File: config.mk
export PLATFORM = sky130hd
export DESIGN_NAME = logic_reduce_pipe
export DESIGN_NICKNAME = d
export VERILOG_FILES = /design/src/rtl/logic_reduce_pkg.sv /design/src/rtl/logic_reduce_stage.sv /design/src/rtl/logic_reduce_pipe.sv
export SDC_FILE = /design/constraint.sdc
export NUM_CORES = 1
export LEC_CHECK = 0
export ABC_AREA = 1
export CORE_AREA = 4 4 41 43
export DETAILED_ROUTE_END_ITERATION = 12
export DIE_AREA = 0 0 45 47
export PLACE_DENSITY = 0.77
export SETUP_SLACK_MARGIN = 0.5
export SLEW_MARGIN = 25
export SYNTH_ARGS = -nofsm -noshare
export SYNTH_HDL_FRONTEND = slang
export SYNTH_SLANG_ARGS = --single-unit
File: constraint.sdc
create_clock -name CLK -period 1 [get_ports CLK]
set_input_delay 0.2 -clock CLK [delete_from_list [all_inputs] [get_ports CLK]]
set_output_delay 0.2 -clock CLK [all_outputs]
set_load 0.01 [all_outputs]
File: src/rtl/logic_reduce_pkg.sv
// Shared op encodings and tree sizing helpers for the logic_reduce_pipe slice.
package logic_reduce_pkg;

  localparam logic [1:0] OP_AND  = 2'b00;
  localparam logic [1:0] OP_OR   = 2'b01;
  localparam logic [1:0] OP_XOR  = 2'b10;
  localparam logic [1:0] OP_XNOR = 2'b11;

  function automatic int clog2(input int v);
    int r;
    r = 0;
    while ((1 << r) < v) r++;
    return r;
  endfunction

  function automatic int num_levels(input int n);
    return (n <= 1) ? 1 : clog2(n);
  endfunction

  // Element count entering tree level lvl (each level halves, rounding up).
  function automatic int level_elems(input int n, input int lvl);
    int m;
    m = n;
    for (int i = 0; i < lvl; i++) m = (m + 1) / 2;
    return m;
  endfunction

endpackage

File: src/rtl/logic_reduce_stage.sv
// One reduction tree level: pairwise op on M lanes-wide elements into ceil(M/2), registered.
// One cycle latency; holds all state when en_i is low.
module logic_reduce_stage
  import logic_reduce_pkg::*;
#(
  parameter int  WIDTH    = 4,
  parameter int  M        = 2,
  parameter bit  INV_XNOR = 1'b0,
  localparam int MO       = (M + 1) / 2
) (
  input  logic                clk_i,
  input  logic                reset_i,
  input  logic                en_i,
  input  logic                vld_i,
  input  logic [1:0]          op_i,
  input  logic [M*WIDTH-1:0]  dat_i,
  output logic                vld_o,
  output logic [1:0]          op_o,
  output logic [MO*WIDTH-1:0] dat_o
);

  logic [MO*WIDTH-1:0] red;
  logic [MO*WIDTH-1:0] dat_d;
  logic [MO*WIDTH-1:0] dat_q;
  logic                vld_q;
  logic [1:0]          op_q;

  for (genvar p = 0; p < MO; p++) begin : g_pair
    if (2 * p + 1 < M) begin : g_op
      logic [WIDTH-1:0] a;
      logic [WIDTH-1:0] b;
      assign a = dat_i[2*p*WIDTH +: WIDTH];
      assign b = dat_i[(2*p+1)*WIDTH +: WIDTH];
      // XNOR reduces as XOR; the single inversion happens only at the last level.
      assign red[p*WIDTH +: WIDTH] = (op_i == OP_AND) ? (a & b) :
                                     (op_i == OP_OR)  ? (a | b) : (a ^ b);
    end else begin : g_pass
      assign red[p*WIDTH +: WIDTH] = dat_i[2*p*WIDTH +: WIDTH];
    end
  end

  assign dat_d = (INV_XNOR && (op_i == OP_XNOR)) ? ~red : red;

  always_ff @(posedge clk_i) begin
    if (reset_i) begin
      vld_q <= 1'b0;
      op_q  <= OP_AND;
      dat_q <= '0;
    end else if (en_i) begin
      vld_q <= vld_i;
      op_q  <= op_i;
      dat_q <= dat_d;
    end
  end

  assign vld_o = vld_q;
  assign op_o  = op_q;
  assign dat_o = dat_q;

endmodule

File: src/rtl/logic_reduce_pipe.sv
// Pipelined N-operand AND/OR/XOR/XNOR lane reduction; LOGIC_REDUCE_ACCUM_EN adds I_last packet folding.
// Latency L=max(1,clog2(N)) (L+1 with accumulator); global stall when O_valid & ~O_ready, I_ready=~O_valid|O_ready.
module logic_reduce_pipe
  import logic_reduce_pkg::*;
#(
  parameter int WIDTH = 4,
  parameter int N     = 2
) (
  input  logic               CLK,
  input  logic               RESET,
  input  logic [N*WIDTH-1:0] I,
  input  logic [1:0]         OP,
  input  logic               I_valid,
  output logic               I_ready,
`ifdef LOGIC_REDUCE_ACCUM_EN
  input  logic               I_last,
`endif
  output logic [WIDTH-1:0]   O,
  output logic               O_valid,
  input  logic               O_ready
);

  localparam int L = num_levels(N);
`ifdef LOGIC_REDUCE_ACCUM_EN
  localparam bit TREE_INV = 1'b0;
`else
  localparam bit TREE_INV = 1'b1;
`endif

  logic             en;
  logic             vld_c [0:L];
  logic [1:0]       op_c  [0:L];
  logic [WIDTH-1:0] tree_dat;

  assign en       = ~O_valid | O_ready;
  assign I_ready  = en;
  assign vld_c[0] = I_valid;
  assign op_c[0]  = OP;

  for (genvar k = 0; k < L; k++) begin : g_lvl
    localparam int M  = level_elems(N, k);
    localparam int MO = (M + 1) / 2;
    logic [M*WIDTH-1:0]  din;
    logic [MO*WIDTH-1:0] dat;
    if (k == 0) begin : g_head
      assign din = I;
    end else begin : g_body
      assign din = g_lvl[k-1].dat;
    end
    logic_reduce_stage #(
      .WIDTH   (WIDTH),
      .M       (M),
      .INV_XNOR(TREE_INV && (k == L - 1))
    ) u_stage (
      .clk_i  (CLK),
      .reset_i(RESET),
      .en_i   (en),
      .vld_i  (vld_c[k]),
      .op_i   (op_c[k]),
      .dat_i  (din),
      .vld_o  (vld_c[k+1]),
      .op_o   (op_c[k+1]),
      .dat_o  (dat)
    );
  end

  assign tree_dat = g_lvl[L-1].dat;

`ifdef LOGIC_REDUCE_ACCUM_EN
  logic             last_q [0:L-1];
  logic [WIDTH-1:0] acc_q, acc_d, out_q, out_d, fold;
  logic [1:0]       acc_op_q, acc_op_d, fold_op;
  logic             act_q, act_d, out_vld_q, out_vld_d;

  always_ff @(posedge CLK) begin
    if (RESET) begin
      for (int k = 0; k < L; k++) last_q[k] <= 1'b0;
    end else if (en) begin
      last_q[0] <= I_last;
      for (int k = 1; k < L; k++) last_q[k] <= last_q[k-1];
    end
  end

  // The first beat of a packet latches the op; later beats fold with it.
  always_comb begin
    fold_op = act_q ? acc_op_q : op_c[L];
    if (!act_q)                  fold = tree_dat;
    else if (fold_op == OP_AND)  fold = acc_q & tree_dat;
    else if (fold_op == OP_OR)   fold = acc_q | tree_dat;
    else                         fold = acc_q ^ tree_dat;
    acc_d     = acc_q;
    acc_op_d  = acc_op_q;
    act_d     = act_q;
    out_d     = out_q;
    out_vld_d = out_vld_q;
    if (en) begin
      out_vld_d = 1'b0;
      if (vld_c[L]) begin
        if (last_q[L-1]) begin
          out_d     = (fold_op == OP_XNOR) ? ~fold : fold;
          out_vld_d = 1'b1;
          acc_d     = '0;
          acc_op_d  = OP_AND;
          act_d     = 1'b0;
        end else begin
          acc_d    = fold;
          acc_op_d = fold_op;
          act_d    = 1'b1;
        end
      end
    end
  end

  always_ff @(posedge CLK) begin
    if (RESET) begin
      acc_q     <= '0;
      acc_op_q  <= OP_AND;
      act_q     <= 1'b0;
      out_q     <= '0;
      out_vld_q <= 1'b0;
    end else begin
      acc_q     <= acc_d;
      acc_op_q  <= acc_op_d;
      act_q     <= act_d;
      out_q     <= out_d;
      out_vld_q <= out_vld_d;
    end
  end

  assign O       = out_q;
  assign O_valid = out_vld_q;
`else
  assign O       = tree_dat;
  assign O_valid = vld_c[L];
`endif

endmodule

# Word-level counts from Yosys, hierarchy flattened
# Cells that the tools add are included.
[op_classes] muxes=3 n_reduce_logical=1 n_eq_ne=2 bitwise=6
[ops] op="4-bit 2-to-1 mux" count=3
[ops] op="4-bit bitwise AND" count=1
[ops] op="4-bit inverter" count=1
[ops] op="4-bit OR" count=1
[ops] op="4-bit bitwise XOR" count=1
[ops] op="2-bit by 1-bit == test with 1-bit output (second input constant)" count=1
[ops] op="2-bit == test (second input constant)" count=1
[ops] op="2-bit logical NOT" count=1
[ops] op="1-bit inverter" count=1
[ops] op="1-bit OR" count=1
[word_totals] elab_cells=14 register_bits=5

# Longest topological paths before layout
# Gate-level depths: netlist of the first run.
[logic_depth] depth_word=5 depth_mapped=9

# By module
# From an unflattened synthesis of the first run, not the netlist that was laid out.
[unflattened] cells_unflattened=86 hier_area_um2=574.3
[modules_own_cells] mod="logic_reduce_stage" n_inst=1 area_per_inst_um2=566.8 cells_per_inst=84
[modules_own_cells] mod="logic_reduce_pipe" n_inst=1 area_per_inst_um2=7.5 cells_per_inst=2

# Worst setup path after synthesis of the first run
# No wires, ideal clock.
[synth_path] kind="register to register" start="register g_lvl[0].u_stage.vld_q" end="register g_lvl[0].u_stage.dat_q[2]" required_time_ps=890 setup_slack_ps=-86 arrival_time_ps=976 synth_period_minus_slack_ps=1086 path_stages_with_launch=5 setup_ps=110 path_cell_list="dfxtp_1 > nand2_1 > or2_2 > nand3_1 > inv_1"
[synth_via] elab_chain_cells=2
[synth_rtl] item="start: declaration" line_no="logic_reduce_stage.sv:25" rtl="logic vld_q;"
[synth_rtl] item="start signal: assignment" line_no="logic_reduce_stage.sv:50" rtl="vld_q <= vld_i;"
[synth_rtl] item="1-bit inverter" line_no="logic_reduce_pipe.sv:35" rtl="assign en = ~O_valid | O_ready;"
[synth_rtl] item="1-bit OR" line_no="logic_reduce_pipe.sv:35"
[synth_rtl] item="net I_ready" line_no="logic_reduce_pipe.sv:14" rtl="output logic I_ready,"
[synth_rtl] item="end signal: assignment" line_no="logic_reduce_stage.sv:52" rtl="dat_q <= dat_d;"
[synth_rtl] item="end: declaration" line_no="logic_reduce_stage.sv:24" rtl="logic [MO*WIDTH-1:0] dat_q;"
# The timed path passes the listed nets, and every way through them passes these cells.
# A chain may end at the register's enable or synchronous reset.

# Worst setup path in the final report of the first run
[layout_path] start="register g_lvl[0].u_stage.vld_q" end="output I_ready"
[layout_via] elab_chain_cells=2
[layout_rtl] item="1-bit inverter" line_no="logic_reduce_pipe.sv:35"
[layout_rtl] item="1-bit OR" line_no="logic_reduce_pipe.sv:35"
[layout_rtl] item="end: declaration" line_no="logic_reduce_pipe.sv:14"
# Every way passes these cells.

==> impl_metrics.py, run 1 <==
metrics = {
    "status": {
        "status": "finished, final reports clean",
    },
    "final_layout": {
        "fillers": 126,
        "drive_above_1_share": 0.560,
        "diodes": 0,
        "syn_to_final_growth_pct": 93.9,
        "fin_nets": 123,
    },
    "sta": {
        "max_freq_ghz": 1.04,
        "worst_slew_pin_slew_ps": 209,
        "finalMaxSlewViolations": 0,
        "setup_viol": 0,
        "min_period_ps": 964,
        "fin_crit_sh": 0.964,
        "final-hold-violation-count": 0,
        "tns_ps": 0,
        "rsz0062_at_grt": "yes",
        "hold_slack_ps": 427,
        "relSlewSlack": 0.860,
        "setup_ws_ps": 36.0,
        "finalClockSkew_ps": 9.37,
    },
    "global_route": {
        "grtUsageMet1": 0.111,
        "use_met3": 0.0536,
        "grt_pass1_vias": 525,
        "grt_use_met2": 0.274,
        "grt_pass1_wl_um": 1980,
        "grt_max_degree": 8,
        "grt-ovfl-total": 0,
        "antenna_found_initial": 0,
        "track_usage": 0.136,
        "grt_busiest_layer": "met2",
    },
    "setup_path": {
        "crit_slowest_cell": "dfxtp_4",
        "worstPathRequired_ps": 800,
        "cp-end-kind": "output pin",
        "r2r_cells": 5,
        "startpoint_type": "flip-flop",
        "path_cells": "nand2_4, buf_6",
        "cp_data_arrival_time_ps": 760,
        "crit_type": "reg2out",
        "critPathMaxStageDelay_ps": 350,
        "crit_fanout": 3,
    },
    "power": {
        "power_frac_clock": 0.300,
        "power.share.combinational": 0.403,
        "p_sw_mw": 0.253,
        "p_seq_frac": 0.297,
        "internal_power_mw": 0.544,
        "leakage_nw": 0.454,
        "peakVddDrop_mv": 0.675,
        "netSwitchingFraction": 0.318,
        "powerDensity_nw_per_um2": 910,
    },
    "placed_design": {
        "dp_slack_ps": -746,
        "port_buffers": 19,
        "hpwl_um": 925,
        "place.gp.congestion": 0.750,
    },
    "cts": {
        "cts_tree": "yes",
        "path_clk_slew_ps": 50,
        "htreeDepth": 1,
        "clkLatencyLatePin_ps": 250,
        "ctsRootBufferMaster": "clkbuf_4",
        "clkSinkCount": 5,
        "clockBufferDepth": 2,
        "cts-buffers-inserted": 3,
    },
    "route": {
        "initialDrtViolationCount": 9,
        "route.detailed.drc": 0,
        "wl_per_cell_um": 10.9,
        "first_pass_iters": 4,
        "routed_via_density": 4.63,
        "postRouteWirelength_um": 1250,
        "antenna_left": 0,
        "vias": 533,
    },
    "logic_synthesis": {
        "synthesis.area_um2": 452,
        "synthMuxAreaShare": 0,
        "synth_top_family_by_area": "simple AND/OR/NAND/NOR gates",
        "synthFlopType": "dfxtp_1",
        "ys_warn_count": 0,
        "ys_seq_area_frac": 0.222,
        "syn_nets": 93,
        "synthAdderAreaFrac": 0.222,
        "synth_cell_types": 15,
        "syn_avg_cell_area_um2": 6.36,
        "synth-seq-cells": 5,
        "synth_compound_area_frac": 0.111,
        "synthSimpleGateAreaFrac": 0.280,
        "synth-xor-area-share": 0,
        "synth_edf_count": 0,
        "async_flop_share": 0,
        "syn-instance-count": 71,
    },
    "hold_path": {
        "min_path_type": "in2reg",
        "hold-path-cell-count": 4,
    },
    "die": {
        "start_util": 0.347,
        "die_h_um": 47,
        "core_um2": 1300,
        "die_area_um2": 2120,
        "fp.dieW_um": 45,
        "rows": 13,
        "io_pins": 20,
    },
    "run": {
        "cap_violations": 0,
    },
}
through the flow:
step | util | area (um^2) | power (mW) | std cells
after floorplan | - | 542 | 0.365 | 71
after global placement | 0.600 | 781 | 0.505 | 109
after detailed placement | 0.600 | 781 | 0.515 | 109
after CTS | 0.647 | 842 | 0.765 | 115
after global routing | 0.673 | 876 | 0.865 | 115
final | 0.673 | 876 | 0.797 | 115
layer usage:
layer | routed length, um | vias to the layer above
li1 | - | 280
met1 | 439 | 237
met2 | 731 | 16
met3 | 80 | 0
met4 | 0 | 0
met5 | 0 | -
registers in the layout (all words and copies together), names as in the netlist:
signal               cells
g_lvl.u_stage.vld_o      1
g_lvl.u_stage.dat_o      4
cell families after synthesis:
logic type               count (synthesis)
AND/OR/NAND/NOR                         29
adder cells (fa/ha/maj)                  8
buffers and inverters                   20
AO/OA/AOI/OAI                            9
flip-flops                               5
cells in the final DEF (no fill, tap or decap), types with 3 or more instances in the layout:
cell type,count
ha_1,4
buf_2,4
inv_1,10
nor2_1,5
clkbuf_4,4
nand3_1,6
inv_2,4
buf_4,6
dfxtp_2,4
nand2_1,8
o21ai_1,3
ha_4,3
buf_6,7
cell usage after synthesis (2+ instances only):
library cell / count / area, um^2
nand2_1: 11 / 41.3
inv_1: 19 / 71.3
a21oi_1: 2 / 10.0
o21ai_0: 4 / 20.0
nand3_1: 8 / 40.0
ha_1: 8 / 100
nor2_1: 7 / 26.3
dfxtp_1: 5 / 100
critical path: cells and delay by family, from the launching register on:
| kind | cells | cell delay [ps] |
|---|---|---|
| buffers and inverters | 1 | 110 |
| DFF | 1 | 350 |
| and+or+nand+nor | 1 | 50 |
power groups by stage:
| stage | Clock, mW | Combinational [mW] | Sequential, mW |
|---|---|---|---|
| 3_5_place_dp | 0 | 0.281 | 0.234 |
| 5_1_grt | 0.275 | 0.352 | 0.238 |
| 6_report | 0.239 | 0.321 | 0.237 |
| 4_1_cts | 0.233 | 0.296 | 0.235 |
| 2_1_floorplan | 0 | 0.122 | 0.244 |
| 3_3_place_gp | 0 | 0.272 | 0.233 |
worst paths after layout:
| kind | startpoint | endpoint | slack, ps |
|---|---|---|---|
| worst min-delay path | OP[1] | g_lvl[0].u_stage.dat_o[1] | 430 |
| worst min register to register | g_lvl[0].u_stage.dat_o[1] | g_lvl[0].u_stage.dat_o[1] | 520 |
| worst max register to register | g_lvl[0].u_stage.vld_o | g_lvl[0].u_stage.dat_o[2] | 50 |
| worst max-delay path | g_lvl[0].u_stage.vld_o | I_ready | 40 |
what timing repair did:
action | in CTS | in global routing
endpoints found under the setup margin | 11 | 11
resized for setup | 85 | 15
pin swaps | 13 | 5
setup buffers | 1 | 0
hold buffers | 0 | 0
cloned | 1 | 0
cell type report:
| class | count | area, um^2 | area share |
|---|---|---|---|
| tap | 15 | 18.8 | 0.0214 |
| sequential | 5 | 109 | 0.124 |
| clock buffer | 4 | 26.3 | 0.0300 |
| multi-input combinational | 46 | 374 | 0.427 |
| inverter | 20 | 115 | 0.131 |
| timing repair buffer | 25 | 233 | 0.266 |
Power figures use the tool's default switching activity.
==> run 2: changes to the inputs <==
CORE_AREA = unset   (was 4 4 41 43)
CORE_MARGIN = 4   (was unset)
CORE_UTILIZATION = 39   (was unset)
CTS_CLUSTER_SIZE = 16   (was unset)
DIE_AREA = unset   (was 0 0 45 47)
PLACE_DENSITY = 0.8   (was 0.77)
SYNTH_HIERARCHICAL = 1   (was unset)
==> run 2 against run 1 <==
Effect of this change: worst hold slack better by 59 ps; register-to-register slack better by 30 ps; total power up 0.87%; non-clock buffer count up 1; sequential share of layout area down 0.25 points; die area down 7.5%; global-route usage up 2.5 points; design area up 0.86%; fmax up 0.52%; core utilization up 8.1 points; wire length up 2.9%; final cell count up 4.3%; critical path type unchanged; critical endpoint unchanged; highest routed layer is now met4.
==> impl_metrics.py, run 2 <==
metrics = {
    "status": {
        "status": "finished, final reports clean",
    },
    "sta": {
        "finalMaxSlewViolations": 0,
        "relSlewSlack": 0.880,
        "final-hold-violation-count": 0,
        "max_freq_ghz": 1.04,
        "worst_slew_pin_slew_ps": 179,
        "fin_crit_sh": 0.959,
        "finalClockSkew_ps": 0.245,
        "tns_ps": 0,
        "rsz0062_at_grt": "yes",
        "setup_ws_ps": 40.9,
        "setup_viol": 0,
        "min_period_ps": 959,
    },
    "final_layout": {
        "fin_nets": 129,
        "drive_above_1_share": 0.481,
        "final_util": 0.754,
        "diodes": 0,
        "syn_to_final_growth_pct": 72.6,
        "largest_reg_flops": 4,
        "fillers": 99,
        "final_cell_mix": "nand2_1 (12), nor2_1 (10)",
        "final_common_cell": "nand2_1",
    },
    "route": {
        "routed_via_density": 4.61,
        "vias": 553,
        "antenna_left": 0,
        "route.detailed.drc": 0,
        "postRouteWirelength_um": 1290,
        "wl_per_cell_um": 10.7,
        "first_pass_iters": 4,
        "initialDrtViolationCount": 3,
    },
    "setup_path": {
        "crit_type": "reg2out",
        "worstPathRequired_ps": 800,
        "crit_fanout": 3,
        "r2r_cells": 6,
        "startpoint_type": "flip-flop",
        "cp-end-kind": "output pin",
        "cp_data_arrival_time_ps": 760,
    },
    "logic_synthesis": {
        "syn-instance-count": 79,
        "syn_nets": 101,
        "syn_avg_cell_area_um2": 6.48,
        "synthesis.area_um2": 512,
        "ys_warn_count": 6,
    },
    "power": {
        "power_frac_clock": 0.291,
        "powerDensity_nw_per_um2": 910,
        "p_seq_frac": 0.297,
        "power.share.combinational": 0.411,
        "netSwitchingFraction": 0.326,
        "leakage_nw": 0.474,
        "p_sw_mw": 0.262,
        "internal_power_mw": 0.542,
        "peakVddDrop_mv": 0.793,
        "total_power_mw": 0.804,
    },
    "cts": {
        "clkSinkCount": 5,
        "ctsRootBufferMaster": "clkbuf_4",
        "holdBufCountCts": 0,
        "clockBufferDepth": 2,
        "cts_tree": "yes",
        "cts-buffers-inserted": 3,
        "clkLatencyLatePin_ps": 240,
        "path_clk_slew_ps": 40,
        "htreeDepth": 1,
    },
    "die": {
        "fp.dieW_um": 44.2,
        "die_h_um": 44.2,
        "core_um2": 1170,
        "rows": 12,
        "start_util": 0.437,
        "io_pins": 20,
        "die_area_um2": 1960,
    },
    "global_route": {
        "grt_pass1_vias": 595,
        "antenna_found_initial": 0,
        "grt_max_degree": 11,
        "grt-ovfl-total": 0,
        "track_usage": 0.161,
        "grt_pass1_wl_um": 2290,
    },
    "placed_design": {
        "hpwl_um": 1020,
        "port_buffers": 19,
        "dp_slack_ps": -535,
        "place.gp.congestion": 0.739,
    },
    "run": {
        "cap_violations": 0,
    },
    "hold_path": {
        "min_path_type": "reg2reg",
        "hold-path-cell-count": 2,
    },
}
[run 2: cell count changes in the layout (fill, tap and decap cells not counted), moves of 3 or more]
cell / previous run / this run
inv_1: 10 / 7
nor2_1: 5 / 10
dlygate4sd2_1: 1 / 4
o21ai_1: 3 / 6
buf_4: 6 / 3
buf_2: 4 / 7
inv_2: 4 / 7
nand2_1: 8 / 12
[run 2: power groups by stage]
stage | clock (mW) | sequential, mW | combinational, mW
global placement | 0 | 0.237 | 0.315
CTS | 0.245 | 0.238 | 0.329
detailed placement | 0 | 0.238 | 0.326
finish | 0.234 | 0.239 | 0.331
global route | 0.264 | 0.241 | 0.371
floorplan | 0 | 0.246 | 0.166
[run 2: final timing paths]
| check | end | start | slack, ps |
|---|---|---|---|
| max reg2reg | g_lvl[0].u_stage/dat_o[1] | g_lvl[0].u_stage/vld_o | 80 |
| min | g_lvl[0].u_stage/dat_o[3] | g_lvl[0].u_stage/dat_o[3] | 490 |
| max | I_ready | g_lvl[0].u_stage/vld_o | 40 |
| min reg2reg | g_lvl[0].u_stage/dat_o[3] | g_lvl[0].u_stage/dat_o[3] | 490 |
[run 2: per-layer routing]
layer | wire, um | global-route usage | vias to the layer above | part of all wire
li1 | - | - | 292 | -
met3 | 65 | 0.0488 | 2 | 0.050
met2 | 718 | 0.299 | 13 | 0.56
met4 | 9 | 0.0723 | 0 | 0.0070
met1 | 495 | 0.162 | 246 | 0.38
met5 | 0 | 0 | - | 0
[run 2: worst max-delay path: stages (launching register included)]
cell and delay, ps:
dfxtp_4 360, nand2_4 50, buf_6 110
[run 2: timing repair]
action | CTS | global route
hold endpoints to repair | 0 | 0
buffers inserted | 1 | 1
resized for setup | 62 | 3
endpoints found under the setup margin | 11 | 11
pin swaps | 4 | 2
[run 2: area by class of cell]
cell class / count / area, um^2 / share of cell area
repair buffers: 26 / 231 / 0.262
clock buffers: 4 / 26.3 / 0.0297
well taps: 14 / 17.5 / 0.0198
inverters: 20 / 120 / 0.136
multi-input cells: 51 / 380 / 0.431
flip-flops and latches: 5 / 108 / 0.122
[run 2: stage by stage]
stage               area, um^2  instances  hold slack (ps)
CTS                        886        119              493
floorplan                  627         79              332
global route               883        120              534
global placement           851        114              474
finish                     883        120              486
detailed placement         851        114              493
